### config.mk
export PLATFORM = sky130hd
export DESIGN_NAME = fetch_sequencer_flat
export DESIGN_NICKNAME = d
export VERILOG_FILES = /design/src/rtl/fetch_sequencer_pkg.sv /design/src/rtl/fetch_sequencer_if.sv /design/src/rtl/fetch_sequencer_assembler.sv /design/src/rtl/fetch_sequencer.sv /design/src/flat_wrapper.sv
export SDC_FILE = /design/constraint.sdc
export NUM_CORES = 1
export LEC_CHECK = 0
export CORE_ASPECT_RATIO = 0.7
export CORE_MARGIN = 5
export CORE_UTILIZATION = 45
export DETAILED_ROUTE_END_ITERATION = 12
export GPL_TIMING_DRIVEN = 0
export PLACE_DENSITY = 0.86
export SYNTH_ARGS = -nofsm -noshare
export SYNTH_HDL_FRONTEND = slang
export SYNTH_SLANG_ARGS = --single-unit
### constraint.sdc
create_clock -name clk -period 2.6 [get_ports clk]
set_input_delay 0.39 -clock clk [delete_from_list [all_inputs] [get_ports clk]]
set_output_delay 0.39 -clock clk [all_outputs]
set_load 0.01 [all_outputs]
### src/rtl/fetch_sequencer_pkg.sv
// Shared types and constants for the fetch sequencer slice (package fetch_pkg).

package fetch_pkg;

  typedef enum logic [1:0] {
    IDLE,
    FETCH,
    HOLD,
    FAULT
  } fetch_state_t;

  localparam int unsigned INSTR_BYTES     = 4;
  localparam logic [31:0] PC_STEP         = 32'd4;
  localparam logic [31:0] WORD_ALIGN_MASK = 32'hFFFF_FFFC;

  function automatic logic [31:0] align_pc(input logic [31:0] addr);
    return addr & WORD_ALIGN_MASK;
  endfunction

endpackage

### src/rtl/fetch_sequencer_if.sv
// ROM, decode handshake and redirect signals of the fetch sequencer.

interface fetch_sequencer_if;
  logic        run;
  logic [31:0] mem_addr;
  logic [7:0]  mem_rdata;
  logic [31:0] instr;
  logic [31:0] instr_pc;
  logic        instr_valid;
  logic        instr_ready;
  logic        redirect_valid;
  logic [31:0] redirect_pc;
  logic        busy;
  logic        instr_fault;

  modport master (
    input  run, mem_rdata, instr_ready, redirect_valid, redirect_pc,
    output mem_addr, instr, instr_pc, instr_valid, busy, instr_fault
  );

  modport slave (
    output run, mem_rdata, instr_ready, redirect_valid, redirect_pc,
    input  mem_addr, instr, instr_pc, instr_valid, busy, instr_fault
  );
endinterface

### src/rtl/fetch_sequencer_assembler.sv
// instr_byte_assembler: 4-byte big-endian shift register with byte counter and done pulse.

module instr_byte_assembler
  import fetch_pkg::*;
(
  input  logic        clk,
  input  logic        rst_n,
  input  logic        clear,
  input  logic        shift_en,
  input  logic [7:0]  byte_in,
  output logic [31:0] word,
  output logic [1:0]  byte_cnt,
  output logic        done
);

  logic [31:0] word_q;
  logic [1:0]  cnt_q;

  always_ff @(posedge clk or negedge rst_n) begin
    if (!rst_n) begin
      word_q <= '0;
      cnt_q  <= '0;
    end else if (clear) begin
      cnt_q  <= '0;
    end else if (shift_en) begin
      word_q <= {word_q[23:0], byte_in};
      cnt_q  <= cnt_q + 2'd1;
    end
  end

  assign word     = word_q;
  assign byte_cnt = cnt_q;
  assign done     = shift_en && !clear && (cnt_q == 2'(INSTR_BYTES - 1));

endmodule

### src/rtl/fetch_sequencer.sv
// Fetch sequencer: owns the PC, assembles 32-bit instructions from a byte ROM, handshakes to decode.
// Optional ROM bound check enabled by defining FETCH_BOUND_CHECK_EN.

module fetch_sequencer
  import fetch_pkg::*;
#(
  parameter logic [31:0] RESET_PC  = 32'h0000_0000,
  parameter int unsigned MEM_BYTES = 256
) (
  input  logic               clk,
  input  logic               rst_n,
  fetch_sequencer_if.master  bus
);

  if (RESET_PC[1:0] != 2'b00) begin : g_bad_reset_pc
    $error("RESET_PC must be word aligned");
  end
  if (MEM_BYTES < INSTR_BYTES) begin : g_bad_mem_bytes
    $error("MEM_BYTES must hold at least one instruction");
  end

  fetch_state_t state_q, state_d;
  logic [31:0]  pc_q, pc_d;
  logic [31:0]  instr_pc_q, instr_pc_d;
  logic         valid_q, valid_d;
  logic         shift_en, asm_clear, asm_done;
  logic [31:0]  asm_word;
  logic [1:0]   byte_cnt;
  logic         handshake;

  instr_byte_assembler u_asm (
    .clk      (clk),
    .rst_n    (rst_n),
    .clear    (asm_clear),
    .shift_en (shift_en),
    .byte_in  (bus.mem_rdata),
    .word     (asm_word),
    .byte_cnt (byte_cnt),
    .done     (asm_done)
  );

  assign handshake = valid_q && bus.instr_ready;

  always_comb begin
    state_d    = state_q;
    pc_d       = pc_q;
    instr_pc_d = instr_pc_q;
    valid_d    = valid_q;
    shift_en   = 1'b0;
    asm_clear  = 1'b0;

    case (state_q)
      IDLE: begin
        if (bus.run) state_d = FETCH;
      end
      FETCH: begin
        shift_en = 1'b1;
        if (asm_done) begin
          instr_pc_d = pc_q;
          valid_d    = 1'b1;
          state_d    = HOLD;
        end
      end
      HOLD: begin
        if (handshake) begin
          valid_d = 1'b0;
          pc_d    = pc_q + PC_STEP;
          state_d = bus.run ? FETCH : IDLE;
        end
      end
`ifdef FETCH_BOUND_CHECK_EN
      FAULT: begin
        valid_d = 1'b0;
      end
`endif
      default: state_d = IDLE;
    endcase

    // Redirect overrides everything, including a same-cycle HOLD handshake.
    if (bus.redirect_valid) begin
      pc_d      = align_pc(bus.redirect_pc);
      asm_clear = 1'b1;
      shift_en  = 1'b0;
      valid_d   = 1'b0;
      state_d   = bus.run ? FETCH : IDLE;
    end

`ifdef FETCH_BOUND_CHECK_EN
    // Every (re)entry into FETCH is checked against the PC it will read from.
    if ((state_d == FETCH) && ((state_q != FETCH) || bus.redirect_valid) &&
        (pc_d > 32'(MEM_BYTES - INSTR_BYTES)))
      state_d = FAULT;
`endif
  end

  always_ff @(posedge clk or negedge rst_n) begin
    if (!rst_n) begin
      state_q    <= IDLE;
      pc_q       <= RESET_PC;
      instr_pc_q <= '0;
      valid_q    <= 1'b0;
    end else begin
      state_q    <= state_d;
      pc_q       <= pc_d;
      instr_pc_q <= instr_pc_d;
      valid_q    <= valid_d;
    end
  end

  assign bus.mem_addr    = pc_q + 32'(byte_cnt);
  assign bus.instr       = asm_word;
  assign bus.instr_pc    = instr_pc_q;
  assign bus.instr_valid = valid_q;
  assign bus.busy        = (state_q != IDLE);
`ifdef FETCH_BOUND_CHECK_EN
  assign bus.instr_fault = (state_q == FAULT);
`else
  assign bus.instr_fault = 1'b0;
`endif

endmodule

### src/flat_wrapper.sv
// flat-port wrapper written by rule: the top's interface ports become plain ports
module fetch_sequencer_flat import fetch_pkg::*;
#(
  parameter logic [31:0] RESET_PC  = 32'h0000_0000,
  parameter int unsigned MEM_BYTES = 256
)
  (clk, rst_n, bus_run, bus_mem_rdata, bus_instr_ready, bus_redirect_valid, bus_redirect_pc, bus_mem_addr, bus_instr, bus_instr_pc, bus_instr_valid, bus_busy, bus_instr_fault);
  fetch_sequencer_if bus_i ();
  input  logic clk;
  input  logic rst_n;
  input wire logic [$bits(bus_i.run)-1:0] bus_run;
  input wire logic [$bits(bus_i.mem_rdata)-1:0] bus_mem_rdata;
  input wire logic [$bits(bus_i.instr_ready)-1:0] bus_instr_ready;
  input wire logic [$bits(bus_i.redirect_valid)-1:0] bus_redirect_valid;
  input wire logic [$bits(bus_i.redirect_pc)-1:0] bus_redirect_pc;
  output wire logic [$bits(bus_i.mem_addr)-1:0] bus_mem_addr;
  output wire logic [$bits(bus_i.instr)-1:0] bus_instr;
  output wire logic [$bits(bus_i.instr_pc)-1:0] bus_instr_pc;
  output wire logic [$bits(bus_i.instr_valid)-1:0] bus_instr_valid;
  output wire logic [$bits(bus_i.busy)-1:0] bus_busy;
  output wire logic [$bits(bus_i.instr_fault)-1:0] bus_instr_fault;
  assign bus_i.run = bus_run;
  assign bus_i.mem_rdata = bus_mem_rdata;
  assign bus_i.instr_ready = bus_instr_ready;
  assign bus_i.redirect_valid = bus_redirect_valid;
  assign bus_i.redirect_pc = bus_redirect_pc;
  assign bus_mem_addr = bus_i.mem_addr;
  assign bus_instr = bus_i.instr;
  assign bus_instr_pc = bus_i.instr_pc;
  assign bus_instr_valid = bus_i.instr_valid;
  assign bus_busy = bus_i.busy;
  assign bus_instr_fault = bus_i.instr_fault;
  fetch_sequencer #(.RESET_PC(RESET_PC), .MEM_BYTES(MEM_BYTES)) u_core (.clk(clk), .rst_n(rst_n), .bus(bus_i));
endmodule
==> results.md, run 1 <==
- First-pass DRT Iterations: 5
- RePlAce Congestion: 0.8379
- Yosys warns: 0
- Worst-Skew Late Latency: 0.35 ns
- Critical Path Max Stage Delay: 0.49 ns
- Critical path class: reg2out
- Final Hold Fails: 0
- Setup total negative slack: 0 ns
- DRC: 0
- # setup viols final: 0
- Antenna violations before repair: 0
- Design Area, Final: 0.006459 sq mm
- Port-buffer cells: 137
- Boundary Pins: 144
- CP startpoint kind: flip-flop
- Pin count of the biggest net entering global routing: 74
- Fin crit share: 76.74%
- Root Driver: clkbuf_16
- Data arrival, critical path: 1.61 ns
- Power Total: 5.535 mW
- Post-Synthesis Cells: 415
- Cell variety after synth: 48
- Starting Density: 46.67%
- Layout Nets: 614
- Slew HR: 53.00%
- Syn_area_per_cell: 11.06 sq um
- Die height: 94.50 um
- Top routing layer used: met4
- Global route overflow: 0
- Sequential share of power: 41.4%
- Ratio of cells with drive above 1 in the final layout: 18.36%
- Routed WL: 12.50 mm
- Reg2reg setup slack: 0.63 ns
- Status: completed
- Setup crit end kind: output port
- CTS buffer count: 9
- Core area: 0.009834 sq mm
- H-tree levels: 3
- Clock share of power: 23.9%
- Post-cts sizing count: 0
- CP Cell Sequence: or2_2 -> clkdlybuf4s50_1
- #FFs+latches synth: 97
- Number of synthesized flops with an enable pin: 0
- Most frequent cells after synthesis: 97 x dfrtp_1, 62 x mux2_2, 36 x clkbuf_1
- Fillers: 755
- Area growth from synthesis to layout: 40.73%
- DR iter-0 viols: 376
- Max Root-Sink Buffers: 2
- Finished Core Util: 65.67%
- Seq/Total Area, Yosys: 52.89%
- Yosys top cell area share: 52.89%
- Slew @ Worst Pin: 0.6985 ns
- Synth Cell Area: 0.004589 sq mm
- DR vias/cell: 5.473
- Total die area: 0.01235 sq mm
- Layout Skew: 0.008865 ns
- Vias: 3831
- Num rows: 30
- Main synth FF type: dfrtp_1
- Most common cell in the netlist: dfrtp_1
- Wire length per cell: 17.86 um
- Highest ir drop seen on vdd: 0.6294 mV
- HPWL after DPL: 9.272 mm
- CTS tree: built
- Max Fclk: 0.5012 GHz
- M1 wire length: 5.594 mm
- First-pass GRT wire length: 20.33 mm
- Met2 Routed Length: 5.624 mm
- Post-synth ARST share: 100.0%
- WL met3: 1.133 mm
- Synth top area cells: dfrtp_1 53%, mux2_2 15%, clkbuf_1 2.9%
- Post-route ant nets: 0
- Combinational Power Share: 34.7%
- Yosys top cell by area: dfrtp_1
- Dpl cell area: 0.006153 sq mm
- Pleak: 2.670 nW
- Max Slew Vio Count: 0
- Ant. Diodes: 0
- CP max stage cell: clkdlybuf4s50_1
- Switching pwr: 1.692 mW
- Total Routing Usage GR: 21.31%
- Die W: 130.7 um
- Post-CTS Setup Bufs: 0
- Hold Crit Class: in2async
- Power per standard cell area: 857.0 mW/mm^2
- Net Sw Frac: 30.57%
- Worst Path Required: 2.21 ns
- Worst-path clk slew: 0.08 ns
- Cell internal pwr: 3.843 mW
- Vias in the first global route: 3858
- CTS Sinks: 97
- Min cycle time layout: 1.995 ns
- RSZ-0062 raised after global routing: false
- Crit-path max FO: 8
- Maximum Capacitance Violations: 0
[power groups by stage]
| stage | clock (mW) | sequential, mW | combinational, mW |
|---|---|---|---|
| 2_1_floorplan | 0 | 2.44 | 0.588 |
| 3_3_place_gp | 0 | 2.27 | 1.89 |
| 3_5_place_dp | 0 | 2.32 | 1.94 |
| 4_1_cts | 1.36 | 2.30 | 1.95 |
| 5_1_grt | 1.42 | 2.37 | 2.07 |
| 6_report | 1.32 | 2.29 | 1.92 |
[layout by cell type, fill, tap and decap left out, types with 3 or more instances in the layout]
cell type | synthesis | routed
clkbuf_1 | 36 | 36
or4_1 | 12 | 12
nand3_1 | 11 | 11
mux2_2 | 62 | 62
a41o_1 | 3 | 3
a21oi_1 | 6 | 6
dfrtp_1 | 97 | 97
buf_2 | 13 | 13
xor2_1 | 4 | 4
nor3_1 | 3 | 3
clkdlybuf4s50_1 | 0 | 136
nor2_1 | 24 | 24
o31ai_1 | 10 | 10
nand2_1 | 29 | 29
nand4_1 | 15 | 15
buf_4 | 3 | 4
o21ai_0 | 15 | 15
and3_1 | 4 | 4
inv_1 | 9 | 9
o211ai_1 | 3 | 3
inv_8 | 0 | 4
conb_1 | 1 | 3
a31oi_1 | 13 | 13
xnor2_1 | 7 | 7
clkbuf_16 | 0 | 9
[flip-flops by register name (all words and copies together) (netlist names)]
name	count
u_core.pc_q	30
u_core.bus.instr_pc	30
u_core.u_asm.word	32
u_core.u_asm.byte_cnt	2
u_core.state_q	2
u_core.bus.instr_valid	1
[path summary, 6_finish.rpt]
path / startpoint / end / cells past startpoint
worst max-delay path: u_core.state_q[1]$_DFFE_PN0P_ / bus_busy / 2
worst min-delay path: rst_n / u_core.bus.instr_pc[22]$_DFFE_PN0P_ / 2
worst max register to register: u_core.pc_q[2]$_DFFE_PN0N_ / u_core.pc_q[24]$_DFFE_PN0N_ / 6
worst min register to register: u_core.bus.instr_pc[10]$_DFFE_PN0P_ / u_core.bus.instr_pc[10]$_DFFE_PN0P_ / 1
max in group asynchronous: rst_n / u_core.bus.instr_pc[30]$_DFFE_PN0P_ / 3
min in group clk: u_core.bus.instr_pc[10]$_DFFE_PN0P_ / u_core.bus.instr_pc[10]$_DFFE_PN0P_ / 1
[layer usage]
layer / GRT usage, % / vias up
li1: - / 1766
met1: 29.51 / 1878
met2: 31.62 / 172
met3: 7.349 / 15
met4: 6.592 / 0
met5: 0 / -
[cell families (layout without fill, tap and decap cells)]
group / count (synthesis) / in the layout / share of synthesized area [%]
mux: 64 / 64 / 15.65
xor+xnor: 11 / 11 / 2.099
buf+inv: 63 / 218 / 5.916
compound gates: 55 / 55 / 7.825
fa+ha+maj: 2 / 2 / 0.5452
flops: 97 / 97 / 52.89
other cells: 1 / 3 / 0.08171
simple gates: 122 / 122 / 14.99
[critical path: cells and delay by family, from the launching register on]
kind	cells	cell delay [ns]
buf+inv	1	0.49
flops	1	0.45
simple gates	1	0.32
[repair_timing]
action | CTS | global route
endpoints found under the setup margin | 0 | 0
hold buffers | 1 | 0
endpoints found under the hold margin | 24 | 0
[final cells by class]
class                      count  area (sq um)  area share (%)
inverter                       9         33.78          0.5231
timing repair buffer         139          1406           21.77
buffer                        54         237.7           3.681
clock inverter                 7         70.07           1.085
clock buffer                   9         225.2           3.487
tap                          128         160.2           2.480
multi-input combinational    257          1898           29.39
sequential                    97          2427           37.58
[through the flow]
step | hold slack [ns] | setup WS, ns | cells
2_1_floorplan | 0.09441 | 0.9367 | 417
3_3_place_gp | 0.4884 | -2.394 | 682
3_5_place_dp | 0.3163 | 0.2987 | 683
4_1_cts | 0.4955 | 0.5973 | 700
5_1_grt | 0.5221 | 0.4552 | 700
6_report | 0.4954 | 0.6046 | 700
(Power assumes the default switching activity.)
==> run 2, diff against run 1 <==
- clock period: 2.6 -> 2.02 ns (I/O delays scaled with it)
==> results.md, run 2 (same netlist as run 1, synthesis figures left out) <==
- Cell internal pwr: 4.948 mW
- Num rows: 30
- DRC: 0
- Combinational Power Share: 34.7%
- Fin Hold WS: 0.4059 ns
- Max Slew Vio Count: 0
- RSZ-0062 raised after global routing: false
- Switching pwr: 2.184 mW
- Antenna violations before repair: 0
- Worst-path clk slew: 0.08 ns
- First-pass DRT Iterations: 5
- Max Root-Sink Buffers: 2
- Data arrival, critical path: 1.61 ns
- Maximum Capacitance Violations: 0
- Slew HR: 66.64%
- CTS Sinks: 97
- Hold Crit Class: in2async
- Die height: 94.50 um
- RePlAce Congestion: 0.8379
- # setup viols final: 0
- Final Hold Fails: 0
- Power per standard cell area: 1100 mW/mm^2
- HPWL after DPL: 9.272 mm
- Vias: 3829
- Global route overflow: 0
- Ratio of cells with drive above 1 in the final layout: 19.58%
- Pre-CTS setup slack: -0.1943 ns
- Area growth from synthesis to layout: 41.25%
- First-pass GRT wire length: 20.33 mm
- Highest ir drop seen on vdd: 0.8118 mV
- Port-buffer cells: 137
- CP startpoint kind: flip-flop
- Status: completed
- Setup ws final: 0.1055 ns
- Sequential share of power: 41.4%
- Layout Nets: 614
- Crit-path max FO: 8
- R2r startpoint: u_core.pc_q[2]$_DFFE_PN0N_
- Setup crit end kind: output port
- Ant. Diodes: 0
- RR Endpoint: u_core.pc_q[24]$_DFFE_PN0N_
- Max Fclk: 0.5223 GHz
- DR vias/cell: 5.470
- Vias in the first global route: 3858
- Pleak: 2.671 nW
- DR iter-0 viols: 293
- Total Routing Usage GR: 21.31%
- Post-route ant nets: 0
- Routed WL: 12.55 mm
- CTS tree: built
- Boundary Pins: 144
- Core area: 0.009834 sq mm
- Commonest non-fill, non-tap cells in the layout: 136 x clkdlybuf4s50_1, 95 x dfrtp_1, 62 x mux2_2
- Wire length per cell: 17.93 um
- Pin count of the biggest net entering global routing: 74
- Reg2reg path depth: 6
- Net Sw Frac: 30.62%
- Max reg flops: 32
- Total die area: 0.01235 sq mm
- Layout Skew: 0.009329 ns
- Fin crit share: 94.77%
- Min cycle time layout: 1.914 ns
- Reg2reg setup slack: 0.12 ns
- CTS buffer count: 9
- Clock share of power: 23.9%
- H-tree levels: 3
- Worst Path Required: 1.72 ns
- Root Driver: clkbuf_16
- Slew @ Worst Pin: 0.5003 ns
- Die W: 130.7 um
- Commonest non-fill, non-tap cell in the layout: clkdlybuf4s50_1
- Worst-Skew Late Latency: 0.35 ns
- Starting Density: 46.67%
- Critical path class: reg2out
-- run 2: cell counts in the layout (fill, tap and decap cells not counted) --
Identical to the previous run, type by type.
-- run 2: metal layers --
metal | global-route usage (%) | vias up | wire (um)
met3 | 7.349 | 24 | 1166
met1 | 29.51 | 1850 | 5505
met2 | 31.62 | 182 | 5685
met5 | 0 | - | 0
met4 | 6.592 | 0 | 196
li1 | - | 1773 | -
-- run 2: final cells by class --
class,instances,area (sq um)
multi-input cells,257,1919
fillers,754,3352
flip-flops and latches,97,2430
plain buffers,54,237.7
clock inverters,7,70.07
repair buffers,139,1406
clock buffers,9,225.2
well taps,128,160.2
inverters,9,33.78
-- run 2: through the flow --
| step | instance area [sq um] | cells | TNS [ns] | power (mW) | utilization (%) |
|---|---|---|---|---|---|
| 2_1_floorplan | 4597 | 417 | 0 | 3.897 | - |
| 3_3_place_gp | 6128 | 682 | -280.46 | 5.354 | 62.32 |
| 3_5_place_dp | 6153 | 683 | -1.630 | 5.478 | 62.57 |
| 4_1_cts | 6459 | 700 | 0 | 7.216 | 65.67 |
| 5_1_grt | 6482 | 700 | 0 | 7.534 | 65.92 |
| 6_report | 6482 | 700 | 0 | 7.132 | 65.92 |
-- run 2: repair_timing --
action,in CTS,in global routing
resized for setup,0,7
hold buffers,1,0
buffers inserted,0,0
endpoints found under the hold margin,24,0
endpoints found under the setup margin,0,37
-- run 2: power groups by stage --
stage               Sequential (mW)  Combinational (mW)  Clock, mW
detailed placement             2.98                2.49          0
global placement               2.92                2.43          0
CTS                            2.96                2.51       1.75
floorplan                      3.14               0.757          0
global route                   3.04                2.66       1.83
finish                         2.95                2.47       1.70
-- run 2: how the worst max path moves through the flow --
| stage | from | end | slack [ns] |
|---|---|---|---|
| floorplan | u_core.state_q[1]$_DFFE_PN0P_ | u_core.u_asm.word[0]$_DFFE_PN0P_ | 0.36 |
| global placement | rst_n | u_core.u_asm.word[7]$_DFFE_PN0P_ | -2.89 |
| detailed placement | bus_instr_ready | u_core.pc_q[29]$_DFFE_PN0N_ | -0.19 |
| CTS | u_core.state_q[1]$_DFFE_PN0P_ | u_core.u_asm.word[20]$_DFFE_PN0P_ | 0.05 |
| global route | u_core.state_q[1]$_DFFE_PN0P_ | bus_busy | 0.04 |
| finish | u_core.state_q[1]$_DFFE_PN0P_ | bus_busy | 0.11 |
-- run 2: critical path, cell delays in order (launching register included) --
cell	delay [ns]
dfrtp_1	0.46
or2_2	0.32
clkdlybuf4s50_1	0.48
